==> src/rtl/layer_stream_host.sv <==
`default_nettype none
// ============================================================================
// Module  : layer_stream_host
// Brief   : Host endpoint that streams a batch of input vectors into a layer
//           and collects the layer's result words for readback.
// Revision: 1.0
// ============================================================================
module layer_stream_host #(
    parameter int T    = 12,
    parameter int N    = 8,
    parameter int M    = 8,
    parameter int NVEC = 4
) (
    input  logic                          clk,
    input  logic                          reset,
    input  logic                          cfg_wr_en,
    input  logic [$clog2(NVEC*N)-1:0]     cfg_wr_addr,
    input  logic [T-1:0]                  cfg_wr_data,
    input  logic                          start,
    input  logic [$clog2(NVEC+1)-1:0]     num_vec,
    output logic                          busy,
    output logic                          done,
    output logic                          tx_valid,
    input  logic                          tx_ready,
    output logic [T-1:0]                  tx_data,
    input  logic                          rx_valid,
    output logic                          rx_ready,
    input  logic [T-1:0]                  rx_data,
    input  logic [$clog2(NVEC*M)-1:0]     res_rd_addr,
    output logic [T-1:0]                  res_rd_data,
    output logic [$clog2(NVEC*M+1)-1:0]   rx_count
);

    localparam int c_iaw = $clog2(NVEC*N);
    localparam int c_raw = $clog2(NVEC*M);
    localparam int c_tcw = $clog2(NVEC*N+1);
    localparam int c_rcw = $clog2(NVEC*M+1);
    localparam int c_nvw = $clog2(NVEC+1);

    typedef enum logic [1:0] {
        S_IDLE = 2'd0,
        S_RUN  = 2'd1,
        S_FIN  = 2'd2
    } state_t;

    state_t             r_state;
    state_t             w_state_nxt;

    logic [T-1:0]       r_ibuf [NVEC*N];
    logic [T-1:0]       r_rbuf [NVEC*M];

    logic               r_tx_valid;
    logic [T-1:0]       r_tx_data;
    logic [c_tcw-1:0]   r_tx_cnt;
    logic [c_tcw-1:0]   r_tx_total;
    logic [c_rcw-1:0]   r_rx_cnt;
    logic [c_rcw-1:0]   r_rx_total;
    logic [T-1:0]       r_res_rd_data;

    logic [c_nvw-1:0]   w_nv;
    logic [c_tcw-1:0]   w_tx_nxt;
    logic               w_tx_fire;
    logic               w_rx_fire;
    logic               w_rx_ready;
    logic               w_busy;
    logic               w_done;
    logic               w_start_ok;

    assign w_nv       = (num_vec > c_nvw'(NVEC)) ? c_nvw'(NVEC) : num_vec;
    assign w_start_ok = (r_state == S_IDLE) && start;
    assign w_tx_nxt   = r_tx_cnt + c_tcw'(1);
    assign w_tx_fire  = r_tx_valid && tx_ready;
    assign w_rx_fire  = rx_valid && w_rx_ready;

    always_ff @(posedge clk) begin
        if (reset) begin
            r_state <= S_IDLE;
        end else begin
            r_state <= w_state_nxt;
        end
    end

    always_comb begin
        w_state_nxt = r_state;
        w_busy      = 1'b0;
        w_done      = 1'b0;
        w_rx_ready  = 1'b0;
        case (r_state)
            S_IDLE: begin
                if (start) begin
                    w_state_nxt = (w_nv == '0) ? S_FIN : S_RUN;
                end
            end
            S_RUN: begin
                w_busy     = 1'b1;
                w_rx_ready = (r_rx_cnt < r_rx_total);
                if ((r_tx_cnt == r_tx_total) && (r_rx_cnt == r_rx_total)) begin
                    w_state_nxt = S_FIN;
                end
            end
            S_FIN: begin
                w_busy      = 1'b1;
                w_done      = 1'b1;
                w_state_nxt = S_IDLE;
            end
            default: w_state_nxt = S_IDLE;
        endcase
    end

    // tx_data is reloaded only on a handshake, so it holds steady across stalls
    always_ff @(posedge clk) begin
        if (reset) begin
            r_tx_valid <= 1'b0;
            r_tx_data  <= '0;
            r_tx_cnt   <= '0;
            r_tx_total <= '0;
            r_rx_cnt   <= '0;
            r_rx_total <= '0;
        end else if (w_start_ok) begin
            r_tx_total <= c_tcw'(w_nv) * c_tcw'(N);
            r_rx_total <= c_rcw'(w_nv) * c_rcw'(M);
            r_tx_cnt   <= '0;
            r_rx_cnt   <= '0;
            r_tx_valid <= (w_nv != '0);
            r_tx_data  <= r_ibuf[0];
        end else if (r_state == S_RUN) begin
            if (w_tx_fire) begin
                r_tx_cnt <= w_tx_nxt;
                if (w_tx_nxt < r_tx_total) begin
                    r_tx_data <= r_ibuf[w_tx_nxt[c_iaw-1:0]];
                end else begin
                    r_tx_valid <= 1'b0;
                end
            end
            if (w_rx_fire) begin
                r_rx_cnt <= r_rx_cnt + c_rcw'(1);
            end
        end
    end

    // Buffer storage is never cleared by reset
    always_ff @(posedge clk) begin
        if ((r_state == S_IDLE) && cfg_wr_en) begin
            r_ibuf[cfg_wr_addr] <= cfg_wr_data;
        end
        if (w_rx_fire) begin
            r_rbuf[r_rx_cnt[c_raw-1:0]] <= rx_data;
        end
    end

    always_ff @(posedge clk) begin
        if (reset) begin
            r_res_rd_data <= '0;
        end else begin
            r_res_rd_data <= r_rbuf[res_rd_addr];
        end
    end

    assign busy        = w_busy;
    assign done        = w_done;
    assign tx_valid    = r_tx_valid;
    assign tx_data     = r_tx_data;
    assign rx_ready    = w_rx_ready;
    assign rx_count    = r_rx_cnt;
    assign res_rd_data = r_res_rd_data;

endmodule
`default_nettype wire
==> config.mk <==
export PLATFORM = sky130hd
export DESIGN_NAME = layer_stream_host
export DESIGN_NICKNAME = d
export VERILOG_FILES = /design/src/rtl/layer_stream_host.sv
export SDC_FILE = /design/constraint.sdc
export NUM_CORES = 1
export LEC_CHECK = 0
export BUFFER_PORTS_ARGS = -buffer_cell sky130_fd_sc_hd__clkbuf_2
export CAP_MARGIN = 20
export CORE_MARGIN = 1.5
export CORE_UTILIZATION = 35
export DETAILED_ROUTE_END_ITERATION = 12
export GPL_TIMING_DRIVEN = 0
export MAX_ROUTING_LAYER = met4
export SYNTH_ARGS = -nofsm -noshare
export SYNTH_HDL_FRONTEND = slang
export SYNTH_SLANG_ARGS = --single-unit
==> constraint.sdc <==
create_clock -name clk -period 4.18 [get_ports clk]
set_input_delay 0.209 -clock clk [delete_from_list [all_inputs] [get_ports clk]]
set_output_delay 0.209 -clock clk [all_outputs]
set_load 0.05 [all_outputs]
**After elaboration in Yosys (flattened, before gate mapping)**

Memories as Yosys holds them, arrays and structs flattened. A register that Yosys moved wholly into a read port is not among the register bits.
Index checks and enable logic that the tools add are counted.

- Reduce and logical (&&, ||, !) cells: 18
- Add/subtract/negate cells: 2
- Muxes and demuxes: 20
- $lt $le $gt $ge: 3
- Eq/ne operators: 7

Operators by type and width:

| cell | count |
|---|---|
| 2-to-1 mux 12 bit | 4 |
| adder 6 x 1 -> 6 bit (second input constant) | 2 |
| == test 6 bit | 2 |
| less-than comparator 6 bit | 2 |
| 2-to-1 mux 1 bit | 11 |
| 2-to-1 mux 2 bit | 3 |
| inequality test 2 bit (second input constant) | 3 |
| AND reduction 2 bit | 3 |
| AND reduction 3 bit | 2 |
| nonzero test 2 bit | 3 |
| logical AND 1 bit | 5 |
| one-hot mux 2 bit (2 select lines) | 1 |
| OR reduction 2 bit | 2 |
| greater-than comparator 3 bit (second input constant) | 1 |
| zero test 3 bit | 1 |
| 2-to-1 mux 3 bit | 1 |
| nonzero test 3 bit | 1 |
| == test 2 x 1 -> 1 bit (second input constant) | 1 |
| == test 2 bit (second input constant) | 1 |
| zero test 2 bit | 1 |

- Input port bits: 43
- Memories kept: 2
- Logic and storage cells: 58
- RAM bits: 768
- Register bits after elaboration: 30

Memories:

| memory | depth | width | rd ports | clocked after Yosys merged registers in | wr ports | RTL line | text |
|---|---|---|---|---|---|---|---|
| r_ibuf | 32 | 12 | 2 | 0 | 1 | 49 | `logic [T-1:0] r_ibuf [NVEC*N];` |
| r_rbuf | 32 | 12 | 1 | 1 | 1 | 50 | `logic [T-1:0] r_rbuf [NVEC*M];` |

**Logic depth before layout (Yosys ltp)**

Gate-level depths: netlist of the first run.

- Depth in word-level cells: 6
- Gate-level depth with buffers: 12
- Depth with buffers taken out: 10

**Worst setup path after synthesis of the first run**

No wires, ideal clock.

- Kind: reg2reg
- Start: reg r_rx_cnt[4], in the netlist rx_count[4]
- End: mem r_rbuf[15][0] (enable)
- Cell stages (with the launch flop): 8
- Setup time: 380 ps
- Period minus slack after synthesis: 2895 ps
- Setup slack: 1285 ps
- Arrival: 2514 ps
- Required time: 3800 ps
- Cells stage by stage: dfxtp_1 > ha_1 > nor2b_1 > o21ai_0 > and4b_1 > clkbuf_1 > nand2_1 > nor2_1

- Cells in the longest elaborated chain, start to end: 5

RTL lines:

| element | RTL line | text |
|---|---|---|
| from (decl) | 56 | `logic [c_rcw-1:0] r_rx_cnt;` |
| from (signal assigned) | 136 | `r_rx_cnt <= r_rx_cnt + c_rcw'(1);` |
| less-than comparator 6 bit | 96 | `w_rx_ready = (r_rx_cnt < r_rx_total);` |
| 2-to-1 mux 1 bit | 88 | `case (r_state)` |
| logical AND 1 bit | 73 | `assign w_rx_fire = rx_valid && w_rx_ready;` |
| 2-to-1 mux 1 bit | 146 | `if (w_rx_fire) begin` |
| 2-to-1 mux 1 bit (implied by the code) | 147 | `r_rbuf[r_rx_cnt[c_raw-1:0]] <= rx_data;` |
| to (decl) | 50 |  |

Several ways; a longest one is shown, not always the timed one.

**Final worst setup path of the first run**

- Start: reg r_tx_cnt[0]
- End: reg r_tx_data[4], in the netlist tx_data[4]

- Cells in the longest elaborated chain, start to end: 6
- Elaborated cells between the ends (all ways): 9
- Those cells by class: add/sub: 1; order compare: 1; mux: 4; reduce/logical: 2; memory: 1

RTL lines:

| element | RTL line | text |
|---|---|---|
| from (decl) | 54 | `logic [c_tcw-1:0] r_tx_cnt;` |
| from (signal assigned) | 128 | `r_tx_cnt <= w_tx_nxt;` |
| adder 6 x 1 -> 6 bit * | 71 | `assign w_tx_nxt = r_tx_cnt + c_tcw'(1);` |
| net w_tx_nxt[0] | 61 | `logic [c_tcw-1:0] w_tx_nxt;` |
| memory read (32 x 12 bit) | n/a |  |
| 2-to-1 mux 12 bit | 129 | `if (w_tx_nxt < r_tx_total) begin` |
| 2-to-1 mux 12 bit | 127 | `if (w_tx_fire) begin` |
| 2-to-1 mux 12 bit | 126 | `end else if (r_state == S_RUN) begin` |
| 2-to-1 mux 12 bit | 119 | `end else if (w_start_ok) begin` |
| to (signal assigned) | 125 | `r_tx_data <= r_ibuf[0];` |
| to (signal assigned) | 130 | `r_tx_data <= r_ibuf[w_tx_nxt[c_iaw-1:0]];` |
| to (decl) | 53 | `logic [T-1:0] r_tx_data;` |

The timed path passes the listed nets; every way through them passes the cells marked *. The select of a mux whose other input is x is not followed.
A chain may end at the register's enable or synchronous reset.

==> results of run 1 <==
-- sequential cells by signal, summed over array words and instances (netlist names) --
| register | cells |
|---|---|
| r_ibuf | 384 |
| rx_count | 6 |
| r_rbuf | 384 |
| tx_valid | 1 |
| r_tx_total | 3 |
| res_rd_data | 12 |
| r_state | 2 |
| tx_data | 12 |
| r_tx_cnt | 6 |
-- final cells by class --
cell class	count	area, sq um
fill	7980	53200
timing repair buffer	140	1030
buffer	93	450
tap	1176	1470
clock buffer	104	2170
sequential	810	23900
antenna	1	2.50
clock inverter	44	274
inverter	10	37.5
multi-input combinational	763	7230
-- path summary, 6_finish.rpt --
check / to / from / cells after the start
worst min register to register: r_tx_total[5] / r_tx_total[5] / 2
worst max-delay path: tx_data[4] / r_tx_cnt[0] / 12
worst min-delay path: r_state[1] / start / 4
worst max register to register: tx_data[4] / r_tx_cnt[0] / 12
-- through the flow --
step | std cells | setup WS (ns)
floorplan | 1676 | 1.29
global placement | 2924 | 0.194
detailed placement | 2980 | 0.180
CTS | 3133 | 0.185
global route | 3141 | 0.00942
finish | 3141 | 0.228
-- tightest hold or removal path, stage by stage --
cell and delay [ns]:
clkbuf_2 0.21, a21oi_1 0.10, nor2_1 0.08, a211oi_1 0.05
-- logic make-up after synthesis --
family / count (synthesis) / synth area share (%)
flip-flops: 810 / 75.6
adder cells (fa/ha/maj): 14 / 0.554
buffers and inverters: 103 / 1.54
multiplexers: 217 / 14.0
AND/OR/NAND/NOR: 440 / 6.05
XOR/XNOR: 18 / 0.522
AO/OA/AOI/OAI: 74 / 1.79
-- layer usage --
metal,up-vias,track usage [%],wire length (microns)
met5,-,-,0
li1,7156,-,-
met2,587,26.1,35100
met3,128,3.57,5130
met4,0,5.69,2660
met1,8588,23.1,32800
-- power groups by stage --
stage	combinational [mW]	clock (mW)	sequential, mW
floorplan	0.367	0	9.22
detailed placement	0.816	0	9.14
CTS	0.823	6.85	8.97
global placement	0.787	0	9.14
finish	0.817	6.73	8.97
global route	0.874	7.16	8.97
-- repair_timing --
action / 4_1_cts / 5_1_grt
hold buffers: 5 / 0
endpoints found under the hold margin: 6 / 0
setup endpoints to repair: 0 / 0
-- cells in the final DEF, fill, tap and decap left out, types with 37 or more instances in the layout --
| cell | n |
|---|---|
| buf_6 | 44 |
| clkbuf_1 | 61 |
| clkbuf_16 | 82 |
| clkbuf_2 | 72 |
| dfxtp_1 | 42 |
| edfxtp_1 | 768 |
| mux2i_1 | 37 |
| mux4_2 | 179 |
| nand2_1 | 206 |
| nand3_1 | 85 |
| nor2_1 | 101 |
==> flow_summary.ini, run 1 <==
[cts]
htreeDepth = 3
clkLatencyLatePin_ns = 0.64
post_cts_resized = 0
cts_tree = yes
cts_root_buffer = clkbuf_16
clk_pin_slew_ns = 0.06
cts_sinks = 810
postCtsSetupBuffers = 0
cts_buffers = 80
clockBufferDepth = 3

[routing]
drtPass1Iterations = 5
via_per_inst = 5.24
wire_per_inst_microns = 24.1
vias = 16459
drt_iter0_drc = 1538
routed_wl_mm = 75.7
drc = 0
postRouteAntennaNets = 0

[power_and_ir_drop]
p_sw_mw = 3.62
p_leak_nw = 11.7
total_power_mw = 16.5
intPower_mw = 12.9
cellPowerDensity_nw_per_um2 = 451
pwr-share-seq_pct = 54.3
p_clk_share_pct = 40.7
ir_drop_mv = 0.434
swShare_pct = 21.9
comb_power_share_pct = 4.9

[synthesis]
syn-num-nets = 1733
syn-mean-instance-area_sq_um = 18.9
synthArstFlopShare_pct = 0
synth_most_common_cell = edfxtp_1
ys_top_cells_by_area = edfxtp_1 73%, mux4_2 13%, dfxtp_1 2.7%, nand2_1 2.4%, nand3_1 1.3%
synth_top_cell_by_area = edfxtp_1
synth.cell_area_sq_um = 31600
yosysUniqueCellTypes = 48
synthFlopType = edfxtp_1
seq_area_frac_synth_pct = 75.6
synth_top_area_share_pct = 72.9
yosys_register_bits = 810
yosys_warnings = 0
synth_cells = 1676
synth_edf_count = 768
yosys-top-cells-count = 768 x edfxtp_1, 206 x nand2_1, 179 x mux4_2, 101 x nor2_1, 85 x nand3_1

[timing]
setup_tns_ns = 0
whs_ns = 0.0622
period_minus_slack_ns = 3.95
tightest_slew_ns = 1.10
grt_setup_unrepaired = false
finalSetupViolCount = 0
fin_skew_ns = 0.0214
min_period_over_period_pct = 94.6
slew-limit-headroom_pct = 26.6
max_clock_freq_mhz = 253
drv_slew = 0
hold_violations = 0

[global_route]
grt_pass1_vias = 16581
grt_pass1_wl_mm = 111
grt_max_degree = 33
grt-ovfl-total = 0
track_usage_pct = 17.2
antenna_found_initial = 3

[placed_design]
portBuffers = 72
dp_hpwl_mm = 52.1
gp_congestion = 0.910
place_area_sq_um = 34000

[cells_and_area]
area_growth_pct = 15.7
drive_above_1_share_pct = 24.4
post-route-util_pct = 40.8
post-route-cell-area_sq_um = 36600
fin_nets = 1955

[floorplanning]
pin_count = 77
start_util_pct = 35.2
die_w_microns = 304
die_h_microns = 304
rows = 110
core_area_sq_um = 89700
dieArea_sq_um = 92200

[hold_path]
hp-class = in -> reg

[worst_setup_path]
path_max_fanout = 10
path_class = reg -> reg
critPathBufInv = 6
slowest_delay_ns = 0.66
cp-start-kind = register
worstPathCellList = buf_2, buf_2, inv_1, ha_1, buf_4, buf_4, clkbuf_1, mux4_2, nand2_1, nand3_1, o2111ai_1, a311oi_1
crit_family = buffers and inverters
worstPathArrival_ns = 4.49
cp-end-kind = register
cp.required_ns = 4.72
rrSetupSlack_ns = 0.23
cpMaxStageDelayCell = clkbuf_1

[job]
cap_violations = 0

[status]
status = completed
No activity file was read; power rests on OpenSTA's default activity.
==> inputs of run 2 (changes only) <==
--- a/config.mk
+++ b/config.mk
@@ -12,6 +12,7 @@
 export DETAILED_ROUTE_END_ITERATION = 12
 export GPL_TIMING_DRIVEN = 0
 export MAX_ROUTING_LAYER = met4
+export PLACE_DENSITY = 0.58
 export SYNTH_ARGS = -nofsm -noshare
 export SYNTH_HDL_FRONTEND = slang
 export SYNTH_SLANG_ARGS = --single-unit
==> flow_summary.ini, run 2 (synthesis gave the netlist of run 1 again) <==
[status]
status = completed

[routing]
drt_iter0_drc = 1635
postRouteAntennaNets = 0
wire_per_inst_microns = 24.2
routed_wl_mm = 76.0
via_per_inst = 5.22
drc = 0
drtPass1Iterations = 5
vias = 16419

[cts]
cts_root_buffer = clkbuf_16
cts_sinks = 810
postCtsSetupBuffers = 0
clockBufferDepth = 3
clkLatencyLatePin_ns = 0.64
cts_tree = yes
htreeDepth = 3
clk_pin_slew_ns = 0.06
cts_buffers = 81

[global_route]
grt_pass1_vias = 16659
track_usage_pct = 17.2
grt_pass1_wl_mm = 111
grt-ovfl-total = 0
grt_max_degree = 33
antenna_found_initial = 0

[worst_setup_path]
worstPathCellList = buf_2, buf_2, inv_1, ha_1, buf_4, buf_4, clkbuf_1, mux4_2, nand2_1, nand3_1, o2111ai_1, a311oi_1
cp.required_ns = 4.71
critPathBufInv = 6
cp-end-kind = register
slowest_delay_ns = 0.54
path_class = reg -> reg
worst_r2r_startpoint = r_tx_cnt[0]
crit_family = buffers and inverters
worstPathArrival_ns = 4.41
path_max_fanout = 10
cp-start-kind = register
startpoint = r_tx_cnt[0]
cpMaxStageDelayCell = clkbuf_1

[timing]
grt_setup_unrepaired = false
whs_ns = 0.0567
min_period_over_period_pct = 92.8
hold_violations = 0
slew-limit-headroom_pct = 38.6
fin_ws_ns = 0.301
drv_slew = 0
fin_skew_ns = 0.0194
finalSetupViolCount = 0
setup_tns_ns = 0
tightest_slew_ns = 0.922
max_clock_freq_mhz = 258
period_minus_slack_ns = 3.88

[placed_design]
dp_hpwl_mm = 52.6
gp_congestion = 0.860
place_ws_ns = 0.102
portBuffers = 72

[job]
cap_violations = 0

[floorplanning]
die_w_microns = 304
dieArea_sq_um = 92200
rows = 110
die_h_microns = 304
core_area_sq_um = 89700
start_util_pct = 35.2
pin_count = 77

[hold_path]
worstHoldStart = tx_ready
hp-class = in -> reg

[cells_and_area]
area_growth_pct = 16.5
fin_nets = 1956
post-route-util_pct = 41.0
layout_common_cells = 768 x edfxtp_1, 206 x nand2_1, 179 x mux4_2
drive_above_1_share_pct = 24.6
layout_commonest_cell = edfxtp_1

[power_and_ir_drop]
cellPowerDensity_nw_per_um2 = 465
ir_drop_mv = 0.348
p_leak_nw = 11.8
-- run 2: layout make-up --
cell class              instances  area (sq um)
diodes                          1          2.50
plain buffers                  93           453
clock inverters                51           537
well taps                    1176          1470
inverters                      10          37.5
multi-input cells             763          7230
repair buffers                140          1030
clock buffers                  99          2170
fillers                      8015         52900
flip-flops and latches        810         23900
-- run 2: per-stage QoR --
step                      instances  instance area, sq um  power (mW)
after floorplan                1676                 31600        9.59
after global placement         2924                 33500        9.93
after CTS                      3135                 36800        17.3
after global routing           3142                 36800        17.6
final                          3143                 36800        17.1
after detailed placement       2981                 34000        9.96
-- run 2: report_power, final --
| part | internal [mW] | total, mW | switching (mW) |
|---|---|---|---|
| clock network | 4.23 | 7.34 | 3.10 |
| logic | 0.251 | 0.821 | 0.570 |
| registers | 8.94 | 8.96 | 0.0252 |
| total | 13.4 | 17.1 | 3.70 |
-- run 2: timing repair --
action | CTS | global route
hold buffers | 4 | 0
endpoints found under the hold margin | 5 | 0
gates resized for setup | 0 | 4
endpoints found under the setup margin | 0 | 6
-- run 2: final timing paths --
| check | end | slack, ns | cells after the start |
|---|---|---|---|
| worst min-delay path | r_tx_cnt[1] | 0.06 | 4 |
| worst max register to register | tx_data[4] | 0.30 | 12 |
| worst min register to register | r_tx_total[4] | 0.49 | 2 |
| worst max-delay path | tx_data[4] | 0.30 | 12 |
-- run 2: layer usage --
layer	track usage, %	wire (microns)
met1	22.8	32300
met2	27.3	36700
met3	2.81	5120
met4	4.99	1920
met5	-	0
-- run 2: worst min-delay path: cells and delay by family --
kind | cells | cell delay [ns]
AOI/OAI and AO/OA | 1 | 0.06
buffers and inverters | 1 | 0.09
and+or+nand+nor | 2 | 0.28
